===== src/rtl/mst_arbiter.sv =====
// mst_arbiter: packet-atomic round-robin merge of two framed FWFT sources
// into the shared 18-bit master FIFO.
// Word tag in [17:16]: 10 start, 00 middle, 01 end, 11 single-word packet.
// Mis-framed heads are dropped while idle. A granted packet whose source
// stalls for TIMEOUT_CYC cycles is closed with a synthetic end word.
// Optional feature macro: MST_ARB_STAT_EN enables the pkt_cnt0/pkt_cnt1/
// drop_cnt statistics counters. Without it, those outputs are tied to zero.
module mst_arbiter #(
    parameter logic [11:0] TIMEOUT_CYC = 12'd1024
) (
    input  logic        pcie_clk,
    input  logic        sys_rst_n,
    input  logic [17:0] src0_dout,
    input  logic        src0_empty,
    output logic        src0_rd_en,
    input  logic [17:0] src1_dout,
    input  logic        src1_empty,
    output logic        src1_rd_en,
    output logic [17:0] mst_din,
    input  logic        mst_full,
    output logic        mst_wr_en,
    output logic [1:0]  grant,
    output logic        err_drop,
    output logic        err_wdog,
    output logic [15:0] pkt_cnt0,
    output logic [15:0] pkt_cnt1,
    output logic [15:0] drop_cnt
);

    typedef enum logic [1:0] {IDLE, GNT0, GNT1, ABORT} state_t;

    state_t      state, state_nxt;
    logic [1:0]  grant_nxt;
    logic        last_grant, lg_nxt;
    logic [11:0] wdog, wdog_nxt;
    logic        wr_nxt;
    logic [17:0] din_nxt;
    logic        set_drop, set_wdog;

    // Head classification: bit 17 marks a packet start, bit 16 a packet end
    logic req0, req1, bad0, bad1;
    assign req0 = ~src0_empty &  src0_dout[17];
    assign req1 = ~src1_empty &  src1_dout[17];
    assign bad0 = ~src0_empty & ~src0_dout[17];
    assign bad1 = ~src1_empty & ~src1_dout[17];

    // Selected source view while a packet is granted
    logic        gsel, pop;
    logic [17:0] head;
    logic        head_empty;
    assign gsel       = (state == GNT1);
    assign head       = gsel ? src1_dout  : src0_dout;
    assign head_empty = gsel ? src1_empty : src0_empty;

    // State register and registered master-FIFO write port
    always_ff @(posedge pcie_clk or negedge sys_rst_n) begin
        if (!sys_rst_n) begin
            state      <= IDLE;
            grant      <= 2'b00;
            last_grant <= 1'b1;
            wdog       <= 12'd0;
            mst_wr_en  <= 1'b0;
            mst_din    <= 18'd0;
            err_drop   <= 1'b0;
            err_wdog   <= 1'b0;
        end else begin
            state      <= state_nxt;
            grant      <= grant_nxt;
            last_grant <= lg_nxt;
            wdog       <= wdog_nxt;
            mst_wr_en  <= wr_nxt;
            mst_din    <= din_nxt;
            if (set_drop) err_drop <= 1'b1;
            if (set_wdog) err_wdog <= 1'b1;
        end
    end

    // Next-state, pops and write request; defaults hold everything idle
    always_comb begin
        state_nxt  = state;
        grant_nxt  = grant;
        lg_nxt     = last_grant;
        wdog_nxt   = wdog;
        wr_nxt     = 1'b0;
        din_nxt    = mst_din;
        set_drop   = 1'b0;
        set_wdog   = 1'b0;
        pop        = 1'b0;
        src0_rd_en = 1'b0;
        src1_rd_en = 1'b0;
        case (state)
            IDLE: begin
                grant_nxt = 2'b00;
                if (bad0 || bad1) begin
                    // One bad head per cycle, source 0 first; pops are
                    // withheld while full so rd_en never coincides with it
                    if (!mst_full) begin
                        set_drop   = 1'b1;
                        src0_rd_en = bad0;
                        src1_rd_en = ~bad0;
                    end
                end else if (req0 && (!req1 || last_grant)) begin
                    state_nxt = GNT0;
                    grant_nxt = 2'b01;
                    wdog_nxt  = 12'd0;
                end else if (req1) begin
                    state_nxt = GNT1;
                    grant_nxt = 2'b10;
                    wdog_nxt  = 12'd0;
                end
            end
            GNT0, GNT1: begin
                pop        = ~head_empty & ~mst_full;
                src0_rd_en = pop & ~gsel;
                src1_rd_en = pop &  gsel;
                if (pop) begin
                    wr_nxt   = 1'b1;
                    din_nxt  = head;
                    wdog_nxt = 12'd0;
                    if (head[16]) begin
                        state_nxt = IDLE;
                        grant_nxt = 2'b00;
                        lg_nxt    = gsel;
                    end
                end else if (wdog == TIMEOUT_CYC - 12'd1) begin
                    state_nxt = ABORT;
                end else begin
                    wdog_nxt = wdog + 12'd1;
                end
            end
            ABORT: begin
                // Close the stalled packet with an empty end word
                if (!mst_full) begin
                    wr_nxt    = 1'b1;
                    din_nxt   = {2'b01, 16'h0000};
                    set_wdog  = 1'b1;
                    lg_nxt    = grant[1];
                    grant_nxt = 2'b00;
                    state_nxt = IDLE;
                end
            end
            default: state_nxt = IDLE;
        endcase
    end

`ifdef MST_ARB_STAT_EN
    logic inc_pkt0, inc_pkt1, inc_drop;
    assign inc_pkt0 = (state == GNT0) & src0_rd_en & src0_dout[16];
    assign inc_pkt1 = (state == GNT1) & src1_rd_en & src1_dout[16];
    assign inc_drop = (state == IDLE) & (src0_rd_en | src1_rd_en);

    // Statistics counters, free-running modulo 2^16
    always_ff @(posedge pcie_clk or negedge sys_rst_n) begin
        if (!sys_rst_n) begin
            pkt_cnt0 <= 16'h0000;
            pkt_cnt1 <= 16'h0000;
            drop_cnt <= 16'h0000;
        end else begin
            if (inc_pkt0) pkt_cnt0 <= pkt_cnt0 + 16'h0001;
            if (inc_pkt1) pkt_cnt1 <= pkt_cnt1 + 16'h0001;
            if (inc_drop) drop_cnt <= drop_cnt + 16'h0001;
        end
    end
`else
    assign pkt_cnt0 = 16'h0000;
    assign pkt_cnt1 = 16'h0000;
    assign drop_cnt = 16'h0000;
`endif

endmodule


===== config.mk =====
export PLATFORM = sky130hd
export DESIGN_NAME = mst_arbiter
export DESIGN_NICKNAME = d
export VERILOG_FILES = /design/src/rtl/mst_arbiter.sv
export SDC_FILE = /design/constraint.sdc
export NUM_CORES = 1
export LEC_CHECK = 0
export CORE_ASPECT_RATIO = 1.4
export CORE_MARGIN = 2
export CORE_UTILIZATION = 29
export DETAILED_ROUTE_END_ITERATION = 10
export PLACE_DENSITY = 0.59
export SYNTH_ARGS = -nofsm -noshare
export SYNTH_HDL_FRONTEND = slang
export SYNTH_SLANG_ARGS = --single-unit
export TNS_END_PERCENT = 100

===== constraint.sdc =====
create_clock -name pcie_clk -period 2.2 [get_ports pcie_clk]
set_input_delay 0.44 -clock pcie_clk [delete_from_list [all_inputs] [get_ports pcie_clk]]
set_output_delay 0.44 -clock pcie_clk [all_outputs]
set_load 0.03 [all_outputs]

==> results.md, run 1 <==
Outcome:
- The run finished with clean final reports.

Route:
- The routed wire length per instance is between 10 and 15 um.
- The highest layer touched by signal routing is met4.
- Using the TritonRoute via totals, the vias-per-cell ratio works out to approximately 4.7.
- The met3 layer wire length in the routed design is 411 um.
- The met1 routed wirelength after detailed routing is approximately 2400 um.
- The detailed router's first-iteration violation count is about 100.
- The first-pass iteration count of the detailed router is 4.
- The remaining number of nets flagged by the antenna check after routing is 0.
- The via count is 2130.
- The final routed wirelength across all metal layers is approximately 6000 um.
- In the detailed route, the total length drawn on met2 is 3130 um.
- After detailed routing, the number of remaining DRC violations is 0.

Critical path:
- The worst setup path is launched from a register.
- Among cell families on the critical path, the largest total delay comes from flip-flops.
- Counting cells, the worst reg-to-reg path comes to 6.
- In this run the critical register-to-register path is launched from state[0].
- The critical path goes through inv_1, ha_1, inv_2, o31a_1, nor4_4, buf_6.
- The worst register-to-register path ends at wdog[0].
- Data on the critical path arrives at its endpoint at between 1.5 and 2 ns.
- The capturing element type of the critical path is a primary output.
- The maximum fanout encountered on the critical timing path is 4.
- By startpoint and endpoint, the worst setup path is classified as reg2out.
- The count of buffer and inverter cells on the critical path is 3.
- The largest incremental delay on the critical path is approximately 0.38 ns.
- STA puts the critical path data required time at 1.76 ns.
- The master of the slowest instance on the critical path is sky130_fd_sc_hd__dfrtp_1.
- The reg2reg setup slack is roughly 0.26 ns.

CTS:
- The cell at the root of the clock tree is sky130_fd_sc_hd__clkbuf_16.
- The number of H-tree levels is 2.
- The count of clock tree sinks is 38.
- After clock tree synthesis, the clock-pin slew on the worst setup and hold paths is around 0.060 ns.
- The clock insertion delay at the later pin of the skew report is 0.28 ns.
- The clock passes through at most 2 buffers.
- The CTS tree is yes.
- The number of buffers inserted during clock tree synthesis is 5.

Placement:
- At the end of routability-driven placement, the weighted congestion stood at around 0.79.
- Before CTS, the worst setup slack after placement is -0.0452 ns.
- Summed over all nets, the half-perimeter wirelength after detailed placement is 4740 um.
- The total cell area at the placement stage is ~3400 um2.
- In this run the tool buffered the top-level ports with 65 buffer cells.

Floorplanning:
- The effective utilization at floorplan is 0.297.
- The total area inside the core boundary comes to 9030 um2.
- The die is roughly 120 um tall.
- Pin placement for this block handled about 110 I/O pins.
- The die covers 10000 um2.
- In this run the core area contains 41 standard-cell rows.
- The width of the die is between 80 and 90 um.

Global routing:
- The wire length of the first global-routing pass is a little under 10000 um.
- For this run, the total global-route usage over all layers was measured as 0.119.
- For this run the aggregate overflow at the end of global routing stands at 0.
- The initial antenna violation count was 0.
- Entering global routing, the biggest net connects 19 pins.
- The number of global-route vias before repair is 2130.

Finish:
- The post-layout net count is 394.
- Once layout is done, the placed cells without fillers occupy approximately 3600 um2.
- The number of filler cells placed in the layout is 880.
- Registers take approximately 950 um2.
- The layout overhead on the synthesized area is 34.3%.
- The share of post-route cells with drive strength above 1 is 0.194.
- The multi-input combinational cell area is around 1500 um2.
- The antenna diode count is 0.
- The fraction of the core area covered by cells at the end of the flow is 0.399.

STA:
- The count of final max-slew check failures is 0.
- The clock period minus final worst setup slack is 2.12 ns.
- Dividing the final minimum period by the clock period gives 0.961.
- The worst clock skew is 0.00352 ns.
- The final number of hold-violating endpoints was 0.
- Setup violations remaining at the end of the flow were counted as 0.
- The maximum clock frequency is ~470 MHz.
- Setup repair after global routing left no endpoint under its margin.
- The final worst-path setup slack is roughly 0.085 ns.
- The hold slack is ~0.056 ns.

Synth:
- The number of register bits inferred by synthesis is 38.
- In the synthesized netlist the async set-or-reset flop fraction comes to 1.00.
- Yosys attributes the largest share of cell area to sky130_fd_sc_hd__dfrtp_1 (35%), sky130_fd_sc_hd__buf_4 (13%), sky130_fd_sc_hd__mux2i_1 (7.5%).
- Ranked by instance count, the synthesized netlist is headed by sky130_fd_sc_hd__buf_4 (48), sky130_fd_sc_hd__dfrtp_1 (37), sky130_fd_sc_hd__nor2_1 (22).
- The cell taking the most area after synthesis is sky130_fd_sc_hd__dfrtp_1.
- The number of enable-type register cells in the synthesized netlist is 0.
- The share of the synthesized area in the top cell type is 0.345.
- The most common cell in the synthesized netlist is sky130_fd_sc_hd__buf_4.
- The warning count from the yosys run is 0.
- The main flop type after synthesis is sky130_fd_sc_hd__dfrtp_1.
- A synthesized cell averages ~10 um2.
- Of the synthesized area, sequential elements account for 0.355.
- The post-synthesis cell type count is 48.
- Summing every instance area after synthesis gives around 2700 um2.
- Synthesis produced a netlist whose cell count is approximately 270.

Power and ir drop:
- The sum of internal, switching and leakage power is 5.42 mW.
- The static leakage power is ~1.6 nW.
- The power density relative to cell area is between 1500 and 2000 nW/um2.
- The worst-case IR drop observed on VDD is just over 0.0008 V.

Min path:
- The classification of the worst-slack hold path is in2async.

Flow run:
- The tool flagged a number of max-cap violations equal to 0.
worst max path at each step:
stage	start	endpoint	cells past startpoint
finish	state[0]	src1_rd_en	6
floorplan	state[0]	src1_rd_en	7
global placement	src1_empty	wdog[0]	5
detailed placement	src1_empty	wdog[0]	5
global route	state[0]	src1_rd_en	6
CTS	src0_empty	src1_rd_en	5
cells by family after synthesis:
logic type                 synth area share
DFF                                   0.355
other                               0.00140
muxes                                 0.177
and+or+nand+nor                       0.119
adders and majority gates            0.0187
AOI/OAI and AO/OA                     0.157
buffers and inverters                 0.172
worst register-to-register path, delay by kind of cell, from the launching register on:
family          cells  cell delay (ns)
compound gates      2             0.44
buf+inv             1             0.10
mux                 2             0.68
fa+ha+maj           1             0.22
flops               1             0.38
area by class of cell:
cell class                      instances  share of cell area
Sequential cell                        38               0.264
Clock inverter                          2             0.00347
Clock buffer                            6              0.0386
Tap cell                              107              0.0372
Inverter                                9             0.00938
Timing Repair Buffer                   88               0.235
Multi-Input combinational cell        207               0.412
through the flow:
step           std cells   TNS, ns
3_3_place_gp         449    -0.109
5_1_grt              457         0
2_1_floorplan        314  -0.00746
4_1_cts              457         0
3_5_place_dp         449    -0.450
6_report             457         0
state kept, by name, summed over array words and instances (netlist names):
register    count
err_drop        1
err_wdog        1
grant           2
last_grant      1
mst_din        18
mst_wr_en       1
state           2
wdog           12
layer usage:
metal  vias to the layer above  global-route usage
met2                        79               0.217
met3                         7              0.0288
met5                         -                   0
li1                       1029                   -
met4                         0              0.0496
met1                      1015               0.129
layout by cell type (no fill, tap or decap), drive strengths merged, types with 2 or more instances in the layout:
| master | netlist | routed |
|---|---|---|
| nor2b | 2 | 2 |
| buf | 55 | 26 |
| mux2 | 21 | 21 |
| a21oi | 5 | 5 |
| nand2b | 4 | 4 |
| a32o | 2 | 2 |
| and2 | 2 | 2 |
| inv | 9 | 9 |
| a22o | 2 | 2 |
| clkbuf | 5 | 6 |
| a22oi | 3 | 3 |
| nand3 | 5 | 5 |
| o22ai | 2 | 2 |
| nor3b | 2 | 2 |
| o31ai | 2 | 2 |
| nor4 | 5 | 5 |
| a21o | 5 | 5 |
| mux2i | 20 | 20 |
| a21boi | 2 | 2 |
| a41oi | 5 | 5 |
| nor2 | 22 | 22 |
| ha | 4 | 4 |
| o21a | 3 | 3 |
| nand2 | 7 | 7 |
| nand4 | 2 | 2 |
| o21ai | 6 | 6 |
| dfrtp | 37 | 37 |
| nor3 | 3 | 3 |
| clkdlybuf4s50 | 0 | 61 |
| conb | 1 | 48 |
| a31oi | 10 | 10 |
| and3 | 4 | 4 |
repair_timing:
action	CTS	global route
gates resized for setup	1	5
hold buffers	0	0
setup endpoints to repair	1	2
buffers inserted	0	0
report_power, final:
| part | leakage (nW) | switching (mW) | internal (mW) |
|---|---|---|---|
| clock | 0.0729 | 0.284 | 0.449 |
| sequential | 0.476 | 0.144 | 0.968 |
| combinational | 1.07 | 1.83 | 1.75 |
Note: power is estimated with default switching activity, not from simulation.
==> run 2, diff against run 1 <==
--- a/config.mk
+++ b/config.mk
@@ -6,10 +6,9 @@
 export NUM_CORES = 1
 export LEC_CHECK = 0
 export CORE_ASPECT_RATIO = 1.4
-export CORE_MARGIN = 2
-export CORE_UTILIZATION = 29
+export CORE_UTILIZATION = 43
 export DETAILED_ROUTE_END_ITERATION = 10
-export PLACE_DENSITY = 0.59
+export PLACE_DENSITY = 0.82
 export SYNTH_ARGS = -nofsm -noshare
 export SYNTH_HDL_FRONTEND = slang
 export SYNTH_SLANG_ARGS = --single-unit
==> run 2 against run 1 <==
Final cell count shrank 8.5%. Core utilization grew 20 points. Power grew 0.52%. Global-route usage grew 7.9 points. Critical path type unchanged. Largest cell class unchanged.
==> results.md, run 2 (synthesis gave the netlist of run 1 again) <==
Outcome:
- The run finished with clean final reports.

STA:
- Hold is met by between 0.1 and 0.15 ns.
- The maximum clock frequency is roughly 470 MHz.
- For the pin with the worst max-slew slack, the measured transition is between 0.5 and 0.6 ns.
- The worst slew slack as a fraction of its limit is 0.604.
- The worst clock skew is roughly 0.0035 ns.
- The summed negative setup slack over all endpoints is 0 ns.
- The final number of hold-violating endpoints came to 0.
- In the finished design, the share of the clock period the worst path needs comes to 0.963.
- Counting I/O delays and the setup requirement, the final critical path takes roughly 2.1 ns.
- Setup violations remaining at the end of the flow were counted as 0.
- Setup repair after global routing left no endpoint under its margin.
- The count of final max-slew check failures is 0.

Finish:
- Of the cells placed in the final design, the portion with a size suffix greater than 1 is 0.201.
- Relative to the synthesized area, the layout overhead comes to 31.9%.
- The number of antenna diodes in the final layout is 0.
- The register ranked first by flip-flop count is mst_din.
- The register with the most flip-flops in the layout has 18 of them.
- The library cell used most frequently in the layout, excluding fill and tap cells, is sky130_fd_sc_hd__clkdlybuf4s50_1.
- Summing all multi-input logic gate instances after layout gives 1510 um2.
- In the final design database the tool counted between 300 and 400 nets.
- Leaving out fill and tap cells, the most frequent cells in the layout are sky130_fd_sc_hd__clkdlybuf4s50_1 (60), sky130_fd_sc_hd__conb_1 (48), sky130_fd_sc_hd__dfrtp_1 (36).
- The final instance area is about 3500 um2.
- The layout has about 510 filler cells.
- Summing all flip-flop and latch instances after layout gives around 950 um2.
- The largest registers in the layout are mst_din (18), wdog (12).
- The number of standard cells in the layout, taps in and fillers out is ~420.

CTS:
- The number of H-tree levels is 2.
- The count of clock tree sinks is 38.
- The cell at the root of the clock tree is sky130_fd_sc_hd__clkbuf_8.
- The CTS tree is yes.
- The maximum clock path buffer count is 2.
- At the later pin of the worst-skew pair, clock insertion delay measures slightly below 0.3 ns.
- The number of buffers added for setup after CTS is 0.
- After clock tree synthesis, the flow added hold-fix buffers numbering 0.
- In this run, CTS created clock tree buffers numbering 5.
- Clock-pin slew was measured on the worst setup and hold paths at 0.08 ns.

Floorplanning:
- The placeable core region is ~5900 um2.
- The floorplan has 33 rows.
- The initial utilization of the core area, before any placement, comes to 0.451.
- The overall die height is 95.4 um.
- The width of the die is 68.7 um.
- The top-level port count is between 100 and 150.
- The full die area is 6560 um2.

Critical path:
- The launch point of the worst path is state[1].
- Traced cell by cell, the critical path runs through inv_2, ha_4, inv_1, o31a_1, nor4_4, buf_4.
- The worst register-to-register path has a depth of 7.
- For the worst setup path, the data arrival time is between 1.5 and 2 ns.
- STA classifies the critical path startpoint as a register.
- The worst setup path endpoint is src1_rd_en.
- The startpoint identified for the worst register-to-register timing path is state[0].
- The capturing point of the worst reg2reg path is mst_din[13].
- The largest incremental delay on the critical path is around 0.45 ns.
- The master of the slowest instance on the critical path is sky130_fd_sc_hd__dfrtp_2.
- STA puts the critical path data required time at around 1.8 ns.
- Across all register-to-register paths, the minimum setup slack is 0.28 ns.
- Of all nets on the critical path, the largest fanout is 4.
- The category of the critical setup timing path is reg2out.
- The worst setup path is captured at a primary output.

Placement:
- The final RePlAce weighted congestion is about 0.9.
- The count of port buffers added during placement is 65.
- Including well taps, the total number of placed cells is 410.
- The total cell area at the placement stage is 3360 um2.
- Detailed placement finished with a half-perimeter wire length of 4540 um.

Global routing:
- The routing usage on met1 is 0.226.
- The initial antenna violation count is 0.
- Entering global routing, the biggest net connects 27 pins.
- For this run, the total global-route usage over all layers was measured as 0.198.
- For this run, global-route usage on met3 was measured as 0.0467.
- The number of global-route vias before repair was between 2000 and 2500.
- The met2 capacity usage during global routing is 0.348.
- The sum of overflow across all layers after global routing is 0.
- After global routing, the most crowded layer is met2.
- The first global-routing pass estimated 9750 um of wire.

Flow run:
- The tool flagged a number of max-cap violations equal to 0.

Route:
- The via count is about 2200.
- The via density per instance is ~5.2.
- The detailed router finished its first iteration with 72 violations.
- The final routed wirelength across all metal layers is between 5000 and 6000 um.
- For this run, design rule violations remaining after detail routing come to 0.
- The routed wire length per instance is 14.2 um.
- Before antenna repair, the detailed router went through 4 iterations.
- The count of nets left with antenna violations once routing finished came out at 0.

Power and ir drop:
- The analysis attributes to cell leakage a power of roughly 1.6 nW.
- For this design the ratio of total power to cell area is 1540 nW/um2.
- Across the VDD grid, the largest voltage drop is slightly above 0.0008 V.

Min path:
- The classification of the worst-slack hold path is in2async.
-- run 2: cell count changes in the layout (fill, tap and decap cells not counted), sizes merged --
cell,delta
clkinv,-1
clkdlybuf4s50,-1
dlygate4sd2,+1
bufinv,+2
clkinvlp,-1
buf,-2
-- run 2: timing repair --
| action | CTS | global route |
|---|---|---|
| pin swaps | 1 | 0 |
| setup endpoints to repair | 2 | 2 |
| gates resized for setup | 4 | 7 |
| endpoints found under the hold margin | 0 | 0 |
-- run 2: worst min-delay path by stage --
| stage | startpoint | end | slack, ns | depth (start not counted) |
|---|---|---|---|---|
| after floorplan | sys_rst_n | err_drop | 0.14 | 0 |
| after global placement | err_wdog | err_wdog | 0.46 | 1 |
| after detailed placement | err_wdog | err_wdog | 0.46 | 1 |
| after CTS | sys_rst_n | mst_din[14] | 0.17 | 1 |
| after global routing | sys_rst_n | wdog[7] | 0.19 | 1 |
| final | sys_rst_n | wdog[1] | 0.15 | 1 |
-- run 2: layout make-up --
class | count | area share
multi-input combinational | 207 | 0.426
sequential | 38 | 0.270
clock buffer | 6 | 0.0233
timing repair buffer | 86 | 0.230
clock inverter | 2 | 0.0170
inverter | 9 | 0.00955
tap | 70 | 0.0248
-- run 2: where the power goes --
part / internal [mW] / switching [mW] / leakage [nW]
sequential: 0.968 / 0.162 / 0.475
clock: 0.484 / 0.260 / 0.0714
combinational: 1.74 / 1.84 / 1.05
total: 3.19 / 2.26 / 1.60
-- run 2: critical path: cells and delay by family, from the launching register on --
family | cells | cell delay, ns
buffers and inverters | 3 | 0.39
AOI/OAI and AO/OA | 1 | 0.29
and+or+nand+nor | 1 | 0.14
DFF | 1 | 0.45
adders and majority gates | 1 | 0.13
-- run 2: stage by stage --
stage / power (mW) / setup WS (ns) / utilization
after floorplan: 3.60 / -0.00746 / -
after global placement: 4.57 / 0.0125 / 0.565
after detailed placement: 4.65 / -0.0170 / 0.565
after CTS: 5.43 / 0.0103 / 0.590
after global routing: 5.80 / 0.0110 / 0.595
final: 5.45 / 0.0810 / 0.595
-- run 2: routing by layer --
metal | share of wire | routed length [um]
met4 | 0.016 | 95
met3 | 0.060 | 356
met2 | 0.53 | 3140
met1 | 0.39 | 2330
met5 | 0 | 0
